[src/rtl/serial_alu_rx_if.sv]
// Bus between the serial pin driver and the ALU serial frame receiver.
// The receiver takes the slave modport; the pin/stimulus side takes master.
interface serial_alu_rx_if #(
    parameter int OP_W = 32
);
    logic            sin;
    logic            out_valid;
    logic [OP_W-1:0] out_b;
    logic [OP_W-1:0] out_a;
    logic [2:0]      out_op;
    logic [2:0]      err_flags;
    logic            err_frame;

    modport master (
        output sin,
        input  out_valid, out_b, out_a, out_op, err_flags, err_frame
    );

    modport slave (
        input  sin,
        output out_valid, out_b, out_a, out_op, err_flags, err_frame
    );
endinterface

[src/rtl/serial_alu_rx.sv]
// ALU serial frame receiver: deserialises operands B/A, opcode and CRC4, flags errors, aborts stalled frames.
// Optional macro SERIAL_ALU_RX_SYNC_EN inserts a 2-flop synchroniser on sin (adds 2 cycles of latency).
module serial_alu_rx #(
    parameter int OP_W    = 32,
    parameter int TIMEOUT = 64
) (
    input logic            clk,
    input logic            rst,
    serial_alu_rx_if.slave bus
);
    localparam int DW     = 2 * OP_W;
    localparam int NBYTES = DW / 8;
    localparam int CNT_W  = $clog2(NBYTES + 2);
    localparam int TMO_W  = (TIMEOUT > 1) ? $clog2(TIMEOUT + 1) : 1;

    localparam logic [CNT_W-1:0] CNT_FULL = CNT_W'(NBYTES);
    localparam logic [CNT_W-1:0] CNT_SAT  = CNT_W'(NBYTES + 1);
    localparam logic [TMO_W-1:0] TMO_LAST = TMO_W'(TIMEOUT - 1);

    localparam logic [1:0] S_IDLE = 2'd0;
    localparam logic [1:0] S_TYPE = 2'd1;
    localparam logic [1:0] S_BITS = 2'd2;
    localparam logic [1:0] S_STOP = 2'd3;

    logic sin_s;

`ifdef SERIAL_ALU_RX_SYNC_EN
    logic [1:0] sync_q;

    always_ff @(posedge clk) begin
        if (rst) sync_q <= 2'b11;
        else     sync_q <= {sync_q[0], bus.sin};
    end
    assign sin_s = sync_q[1];
`else
    assign sin_s = bus.sin;
`endif

    logic [1:0]      state_q, state_d;
    logic            type_q, type_d;
    logic [7:0]      sh_q, sh_d;
    logic [2:0]      bit_q, bit_d;
    logic [CNT_W-1:0] cnt_q, cnt_d;
    logic [TMO_W-1:0] tmo_q, tmo_d;
    logic [DW-1:0]   data_q, data_d;
    logic            out_valid_q, out_valid_d;
    logic [OP_W-1:0] out_b_q, out_b_d;
    logic [OP_W-1:0] out_a_q, out_a_d;
    logic [2:0]      out_op_q, out_op_d;
    logic [2:0]      err_q, err_d;
    logic            err_frame_q, err_frame_d;

    // Message is {B, A, 1, op, 0000}, fed MSB first into r.
    function automatic logic [3:0] crc4(input logic [DW-1:0] data, input logic [2:0] op);
        logic [DW+7:0] msg;
        logic [3:0]    r;
        msg = {data, 1'b1, op, 4'b0000};
        r   = 4'b0000;
        for (int i = DW + 7; i >= 0; i--) begin
            r = {r[2], r[1], r[3] ^ r[0], r[3] ^ msg[i]};
        end
        return r;
    endfunction

    function automatic logic [2:0] frame_flags(input logic [CNT_W-1:0] cnt,
                                               input logic [DW-1:0]    data,
                                               input logic [6:0]       ctl);
        if (cnt != CNT_FULL)                      return 3'b100;
        else if (crc4(data, ctl[6:4]) != ctl[3:0]) return 3'b010;
        else if (ctl[5])                          return 3'b001;
        else                                      return 3'b000;
    endfunction

    always_comb begin
        state_d     = state_q;
        type_d      = type_q;
        sh_d        = sh_q;
        bit_d       = bit_q;
        cnt_d       = cnt_q;
        tmo_d       = tmo_q;
        data_d      = data_q;
        out_valid_d = 1'b0;
        out_b_d     = out_b_q;
        out_a_d     = out_a_q;
        out_op_d    = out_op_q;
        err_d       = err_q;
        err_frame_d = 1'b0;

        case (state_q)
            S_IDLE: begin
                if (!sin_s) begin
                    state_d = S_TYPE;
                    tmo_d   = '0;
                end else if (cnt_q != '0 && TIMEOUT != 0) begin
                    if (tmo_q == TMO_LAST) begin
                        err_frame_d = 1'b1;
                        cnt_d       = '0;
                        tmo_d       = '0;
                    end else begin
                        tmo_d = tmo_q + 1'b1;
                    end
                end else begin
                    tmo_d = '0;
                end
            end
            S_TYPE: begin
                type_d  = sin_s;
                bit_d   = 3'd0;
                state_d = S_BITS;
            end
            S_BITS: begin
                sh_d  = {sh_q[6:0], sin_s};
                bit_d = bit_q + 3'd1;
                if (bit_q == 3'd7) state_d = S_STOP;
            end
            default: begin
                state_d = S_IDLE;
                if (!sin_s) begin
                    err_frame_d = 1'b1;
                    cnt_d       = '0;
                end else if (!type_q) begin
                    data_d = {data_q[DW-9:0], sh_q};
                    if (cnt_q != CNT_SAT) cnt_d = cnt_q + 1'b1;
                end else begin
                    out_valid_d = 1'b1;
                    out_b_d     = data_q[DW-1:OP_W];
                    out_a_d     = data_q[OP_W-1:0];
                    out_op_d    = sh_q[6:4];
                    err_d       = frame_flags(cnt_q, data_q, sh_q[6:0]);
                    cnt_d       = '0;
                end
            end
        endcase
    end

    always_ff @(posedge clk) begin
        if (rst) begin
            state_q     <= S_IDLE;
            cnt_q       <= '0;
            tmo_q       <= '0;
            out_valid_q <= 1'b0;
            out_b_q     <= '0;
            out_a_q     <= '0;
            out_op_q    <= '0;
            err_q       <= '0;
            err_frame_q <= 1'b0;
        end else begin
            state_q     <= state_d;
            cnt_q       <= cnt_d;
            tmo_q       <= tmo_d;
            out_valid_q <= out_valid_d;
            out_b_q     <= out_b_d;
            out_a_q     <= out_a_d;
            out_op_q    <= out_op_d;
            err_q       <= err_d;
            err_frame_q <= err_frame_d;
        end
    end

    // Shift/assembly registers are always overwritten before use, so they carry no reset.
    always_ff @(posedge clk) begin
        type_q <= type_d;
        sh_q   <= sh_d;
        bit_q  <= bit_d;
        data_q <= data_d;
    end

    assign bus.out_valid = out_valid_q;
    assign bus.out_b     = out_b_q;
    assign bus.out_a     = out_a_q;
    assign bus.out_op    = out_op_q;
    assign bus.err_flags = err_q;
    assign bus.err_frame = err_frame_q;
endmodule

[src/flat_wrapper.sv]
// flat-port wrapper written by rule: the top's interface ports become plain ports
module serial_alu_rx_flat 
#(
    parameter int OP_W    = 32,
    parameter int TIMEOUT = 64
)
  (clk, rst, bus_sin, bus_out_valid, bus_out_b, bus_out_a, bus_out_op, bus_err_flags, bus_err_frame);
  serial_alu_rx_if #(.OP_W(OP_W)) bus_i ();
  input logic clk;
  input logic rst;
  input wire logic [$bits(bus_i.sin)-1:0] bus_sin;
  output wire logic [$bits(bus_i.out_valid)-1:0] bus_out_valid;
  output wire logic [$bits(bus_i.out_b)-1:0] bus_out_b;
  output wire logic [$bits(bus_i.out_a)-1:0] bus_out_a;
  output wire logic [$bits(bus_i.out_op)-1:0] bus_out_op;
  output wire logic [$bits(bus_i.err_flags)-1:0] bus_err_flags;
  output wire logic [$bits(bus_i.err_frame)-1:0] bus_err_frame;
  assign bus_i.sin = bus_sin;
  assign bus_out_valid = bus_i.out_valid;
  assign bus_out_b = bus_i.out_b;
  assign bus_out_a = bus_i.out_a;
  assign bus_out_op = bus_i.out_op;
  assign bus_err_flags = bus_i.err_flags;
  assign bus_err_frame = bus_i.err_frame;
  serial_alu_rx #(.OP_W(OP_W), .TIMEOUT(TIMEOUT)) u_core (.clk(clk), .rst(rst), .bus(bus_i));
endmodule
[config.mk]
export PLATFORM = sky130hd
export DESIGN_NAME = serial_alu_rx_flat
export DESIGN_NICKNAME = d
export VERILOG_FILES = /design/src/rtl/serial_alu_rx_if.sv /design/src/rtl/serial_alu_rx.sv /design/src/flat_wrapper.sv
export SDC_FILE = /design/constraint.sdc
export NUM_CORES = 1
export LEC_CHECK = 0
export CAP_MARGIN = 20
export CORE_ASPECT_RATIO = 0.9
export CORE_MARGIN = 10
export CORE_UTILIZATION = 45
export DETAILED_ROUTE_END_ITERATION = 10
export HOLD_SLACK_MARGIN = 0.05
export PLACE_DENSITY = 0.66
export SLEW_MARGIN = 20
export SYNTH_ARGS = -nofsm -noshare
export SYNTH_HDL_FRONTEND = slang
export SYNTH_SLANG_ARGS = --single-unit
[constraint.sdc]
create_clock -name clk -period 8.3 [get_ports clk]
set_input_delay 1.245 -clock clk [delete_from_list [all_inputs] [get_ports clk]]
set_output_delay 1.245 -clock clk [all_outputs]
set_load 0.01 [all_outputs]
==> out/qor.yml, run 1 <==
status:
  outcome: "finished clean"
yosys:
  syn_area_um2: 6963
  synth_cell_types: 36
  ys_seq_area_share_pct: 57.21
  ys_warn_count: 0
  synth_top_area_cell: "edfxtp_1"
  synth_area_per_cell_um2: 11.66
  ys_seq_elements: 161
  yosysTopAreaCellShare_pct: 32.78
  synth_cells: 597
  syn-num-nets: 611
  synth.area.top_cells: "edfxtp_1, dfxtp_1, nand2_1, xnor3_1, xnor2_1"
setup_path:
  slowest_stage: "xor3_2"
  cp_num_buf_inv: 0
  crit_path_frequent_cell: "xnor3_1"
  cp-start-kind: "flop"
  crit_chain: "xor3_2, xnor3_1, xor3_2, xnor3_1, xnor3_1, xnor3_1, or2_1, mux2i_1, a311oi_1"
  max_stage_delay_ps: 470
  cp.required_ps: 8570
  crit_family: "XOR/XNOR gates"
  path_class: "flop to flop"
  worstPathArrival_ps: 3840
  critPathMaxFanout: 4
  end_kind: "flop"
power_and_ir_drop:
  ir_drop_v: 0.0002379
  cellPowerDensity_nw_per_um2: 266.8
  power_leakage_nw: 3.064
grt:
  grt_pass1_vias: 4428
  grt-ovfl-total: 0
  grt_max_degree: 87
  gr-usage-all-layers_pct: 14.07
  antenna_found_initial: 0
  grt_first_pass_wirelength_mm: 23.14
min_path:
  hold_class: "flop to flop"
clock_tree:
  cts_inserted_buffers: 17
  ctsHoldBuffers: 0
  cts.htree.levels: 4
  clk_pin_slew_worst_paths_ps: 60
  cts.sinks: 161
  clock-root-buffer: "clkbuf_16"
  cts_resized: 0
  post-cts-setup-buffers: 0
  clk_path_buf_depth: 2
  clk_latency_ps: 430
  cts_tree: "built"
detailed_routing:
  totalWireLength_mm: 14.26
  drtPass1Iterations: 4
  drt-vias-per-instance: 4.966
  drtIter0Drc: 228
  avgRoutedWirePerCell_um: 16.13
  dr_total_vias: 4390
  drc_errors: 0
  final_antenna_net_count: 0
layout:
  area_growth_syn_to_layout_pct: 21.85
  finalNetCount: 683
  antennaDiodeCount: 0
  final_layout_size_suffix_gt1_share_pct: 6.891
  fin_area_um2: 8484
  layout_common_cells: "nand2_1, dfxtp_1, a21oi_1, edfxtp_1, clkdlybuf4s50_1"
  stdcell_count: 884
  layout_commonest_cell: "nand2_1"
sta:
  tns_ps: 0
  max_freq_ghz: 0.2801
  hold_violations: 0
  slew_headroom_pct: 41.33
  period_needed_ps: 3570
  post-route-period-util_pct: 43.01
  finalMaxSlewViolations: 0
  hold_ws_ps: 418.7
  skew_ps: 9.160
  rsz0062_at_grt: "no"
  setup_viol: 0
  worst_pin_slew_ps: 880.0
floorplan:
  die-width_um: 151.1
  fp.coreArea_um2: 15280
  start_util_pct: 45.57
  ios: 75
  die-area_um2: 20860
  die_h_um: 138.0
  num_rows: 43
place:
  port_buffers: 74
  post_dp_cell_area_um2: 7901
  dp_cells: 852
  place.gp.congestion: 0.8063
  hpwl_mm: 10.27
flow_run:
  cap_violations: 0
==> registers in the layout (all words and copies together), names as in the netlist <==
name and cells:
u_core.bus.out_b 32, u_core.tmo_q 7, u_core.sh_q 8, u_core.bus.err_frame 1
u_core.type_q 1, u_core.bus.out_a 32, u_core.bus.out_valid 1, u_core.bus.out_op 3
u_core.data_q 64, u_core.state_q 2, u_core.bit_q 3, u_core.cnt_q 4
u_core.bus.err_flags 3
==> cells in the mapped netlist (all sizes together) <==
cell type,instances
nand2,144
dfxtp,85
a21oi,77
edfxtp,76
xnor2,60
xnor3,28
clkbuf,23
nor2,20
ha,11
inv,10
xor2,9
o21ai,8
mux2i,5
xor3,5
and3,4
nor2b,4
nor3b,4
nand3,3
nor3,3
or3,3
and2,2
o21bai,2
or2,2
a21o,1
a311oi,1
a41o,1
a41oi,1
and3b,1
buf,1
clkdlybuf4s18,1
mux2,1
nand3b,1
==> metrics by stage <==
step                      setup WS, ps  power [W]  utilization [%]
after floorplan                   3822   0.001413                -
after global routing              4543   0.002370            55.53
after global placement            4615   0.001504            51.71
after CTS                         4719   0.002285            55.53
final                             4730   0.002263            55.53
after detailed placement          4541   0.001516            51.71
==> final cells by class <==
class	count	area [um2]
sequential	161	3984
multi-input combinational	401	2861
inverter	10	37.54
clock buffer	22	475.5
clock inverter	10	107.6
fill	1338	6795
tap	202	252.7
timing repair buffer	78	765.7
==> worst paths after layout <==
path                                        start                      end  slack, ps  cells after the start
worst max-delay path            u_core.data_q[42]  u_core.bus.err_flags[1]       4730                      9
worst min-delay path               u_core.sh_q[7]         u_core.data_q[7]        420                      0
worst max register to register  u_core.data_q[42]  u_core.bus.err_flags[1]       4730                      9
worst min register to register     u_core.sh_q[7]         u_core.data_q[7]        420                      0
==> power breakdown <==
part	switching [W]	internal, W
clock	0.000301	0.000466
combinational	0.000255	0.000324
sequential	0.0000344	0.000882
total	0.000591	0.00167
==> cells by family after synthesis <==
kind of cell	Yosys count	synth area share, %
XOR/XNOR	102	19.84
adder cells (fa/ha/maj)	11	1.977
AND/OR/NAND/NOR	191	11.28
flip-flops	161	57.21
AO/OA/AOI/OAI	91	6.828
buffers and inverters	35	1.977
multiplexers	6	0.8805
==> routing by layer <==
metal,wire length [um],up-vias,GRT usage [%]
li1,-,2167,-
met1,6062,2130,16.54
met2,7318,83,24.06
met3,728,10,3.980
met4,150,0,4.557
met5,0,-,0
No activity file was read; power rests on OpenSTA's default activity.
==> inputs of run 2 (changes only) <==
clock period = 3.4 ns   (was 8.3 ns; I/O delays follow)
==> run 2 against run 1 <==
Net effect:
- global-route usage rose by 0.51 points
- power grew 150%
- combinational power grew to 2.8 times the previous value
- first-iteration DRC count grew 16%
- final cell count is 3.3% higher
- wire length rose by 5.4%
==> out/qor.yml, run 2 (synthesis results as in run 1) <==
status:
  outcome: "finished clean"  # unchanged
layout:
  multiInputGateArea_um2: 2950  # was 2861 um2
  largest_reg_flops: 64  # unchanged
  area_growth_syn_to_layout_pct: 25.80  # was 21.85%
  final_layout_size_suffix_gt1_share_pct: 12.80  # was 6.891%
  regMostFlops: "u_core.data_q"  # unchanged
  stdcell_count: 913  # was 884
  layout_commonest_cell: "nand2_1"  # unchanged
  finalNetCount: 712  # was 683
  seqCellArea_um2: 3984  # unchanged
  antennaDiodeCount: 0  # unchanged
  layout_common_cells: "nand2_1, dfxtp_1, a21oi_1, edfxtp_1, clkdlybuf4s50_1"  # unchanged
  num-fill-cells: 1294  # was 1338
detailed_routing:
  drtIter0Drc: 264  # was 228
  drt-vias-per-instance: 4.965  # was 4.966
  drc_errors: 0  # unchanged
  dr_total_vias: 4533  # was 4390
  met1_length_mm: 6.192  # was 6.062 mm
  drtPass1Iterations: 4  # unchanged
  met2WireLength_mm: 7.697  # was 7.318 mm
  avgRoutedWirePerCell_um: 16.46  # was 16.13 um
  final_antenna_net_count: 0  # unchanged
  totalWireLength_mm: 15.02  # was 14.26 mm
  top_layer: "met4"  # unchanged
  wl_met3_um: 874  # was 728 um
floorplan:
  num_rows: 43  # unchanged
  ios: 75  # unchanged
  die-width_um: 151.1  # unchanged
  die_h_um: 138.0  # unchanged
  start_util_pct: 45.57  # unchanged
  die-area_um2: 20860  # unchanged
  fp.coreArea_um2: 15280  # unchanged
grt:
  gr-usage-all-layers_pct: 14.58  # was 14.07%
  grt_max_degree: 71  # was 87
  grt-ovfl-total: 0  # unchanged
  grt_first_pass_wirelength_mm: 23.89  # was 23.14 mm
  grt_pass1_vias: 4604  # was 4428
  antenna_found_initial: 0  # unchanged
clock_tree:
  cts_tree: "built"  # unchanged
  clock-root-buffer: "clkbuf_16"  # unchanged
  ctsHoldBuffers: 0  # unchanged
  clk_path_buf_depth: 2  # unchanged
  clk_pin_slew_worst_paths_ps: 60  # about the same
  cts.htree.levels: 4  # unchanged
  cts.sinks: 161  # unchanged
  clk_latency_ps: 430  # about the same
  cts_inserted_buffers: 17  # unchanged
power_and_ir_drop:
  power_frac_clock_pct: 31.0  # was 33.9%
  power_frac_seq_pct: 40.1  # was 40.5%
  p_sw_w: 0.001582  # was 0.0005909 W
  power_leakage_nw: 3.229  # was 3.064 nW
  p_comb_share_pct: 28.9  # was 25.6%
  p_sw_share_pct: 28.39  # was 26.11%
  internal-power_w: 0.003992  # was 0.001672 W
  ir_drop_v: 0.0005608  # was 0.0002379 V
  cellPowerDensity_nw_per_um2: 636.3  # was 266.8 nW/um2
setup_path:
  cp-start-kind: "flop"  # unchanged
  worstPathArrival_ps: 3600  # was 3840 ps
  end_kind: "flop"  # unchanged
  critPathMaxFanout: 3  # was 4
  path_class: "flop to flop"  # unchanged
  cp.required_ps: 3700  # was 8570 ps
sta:
  hold_violations: 0  # unchanged
  skew_ps: 4.815  # was 9.160 ps
  hold_ws_ps: 447.7  # was 418.7 ps
  post-route-period-util_pct: 97.19  # was 43.01%
  setup_viol: 0  # unchanged
  fin_ws_ps: 95.45  # was 4730 ps
  period_needed_ps: 3305  # was 3570 ps
  slew_headroom_pct: 52.23  # was 41.33%
  max_freq_ghz: 0.3026  # was 0.2801 GHz
  worst_pin_slew_ps: 716.6  # was 880.0 ps
  finalMaxSlewViolations: 0  # unchanged
place:
  place_ws_ps: -46.52  # was 4541 ps
  dp_cells: 872  # was 852
  place.gp.congestion: 0.8229  # was 0.8063
  hpwl_mm: 10.76  # was 10.27 mm
  port_buffers: 74  # unchanged
flow_run:
  cap_violations: 0  # unchanged
min_path:
  hold_class: "flop to flop"  # unchanged
[run 2: changes by cell type in the layout (fill, tap and decap cells not counted), moves of 4 or more]
cell,before,now
xnor2_2,0,10
clkinv_2,5,1
buf_4,4,32
xnor2_1,59,49
clkinv_4,1,6
[run 2: through the flow]
step           utilization (%)  area, um2  TNS, ps  total power, W
2_1_floorplan                -       6965        0        0.003448
3_3_place_gp             52.78       8064        0        0.003703
3_5_place_dp             52.78       8064   -83.12        0.003758
4_1_cts                  56.46       8627        0        0.005513
5_1_grt                  57.33       8760   -6.855        0.005844
6_report                 57.33       8760        0        0.005574
[run 2: routing by layer]
| layer | GRT usage, % | up-vias |
|---|---|---|
| met5 | 0 | - |
| met4 | 5.165 | 0 |
| met3 | 4.144 | 21 |
| met2 | 24.73 | 87 |
| met1 | 17.12 | 2195 |
| li1 | - | 2230 |
[run 2: final timing paths]
path                           from                      end  slack, ps  cells after the start
setup / recovery  u_core.data_q[53]  u_core.bus.err_flags[1]        100                     10
hold / removal       u_core.sh_q[7]         u_core.data_q[7]        450                      0
setup reg to reg  u_core.data_q[53]  u_core.bus.err_flags[1]        100                     10
hold reg to reg      u_core.sh_q[7]         u_core.data_q[7]        450                      0
[run 2: power by group through the flow]
stage / Sequential, W / Combinational (W) / Clock [W]
6_report: 0.00223 / 0.00161 / 0.00173
5_1_grt: 0.00225 / 0.00174 / 0.00186
4_1_cts: 0.00223 / 0.00150 / 0.00177
3_5_place_dp: 0.00228 / 0.00148 / 0
3_3_place_gp: 0.00227 / 0.00143 / 0
2_1_floorplan: 0.00226 / 0.00119 / 0
[run 2: critical path, cell delays in order (launching register included)]
cell and delay (ps):
edfxtp_1 440, xnor3_1 400, xnor3_1 440, xnor3_1 380
buf_4 160, xnor2_2 140, xnor2_1 190, xnor3_1 440
or2_2 290, mux2i_2 180, a311oi_1 120
[run 2: layout make-up]
| cell class | count | share of cell area, % |
|---|---|---|
| inverters | 10 | 0.4285 |
| multi-input cells | 401 | 33.68 |
| repair buffers | 107 | 11.37 |
| well taps | 202 | 2.885 |
| flip-flops and latches | 161 | 45.48 |
| clock buffers | 17 | 4.856 |
| clock inverters | 15 | 1.300 |
[run 2: what timing repair did]
| item | 4_1_cts | 5_1_grt |
|---|---|---|
| pin swaps | 2 | 16 |
| buffers inserted | 1 | 8 |
| gates resized for setup | 3 | 11 |
| endpoints found under the setup margin | 2 | 2 |
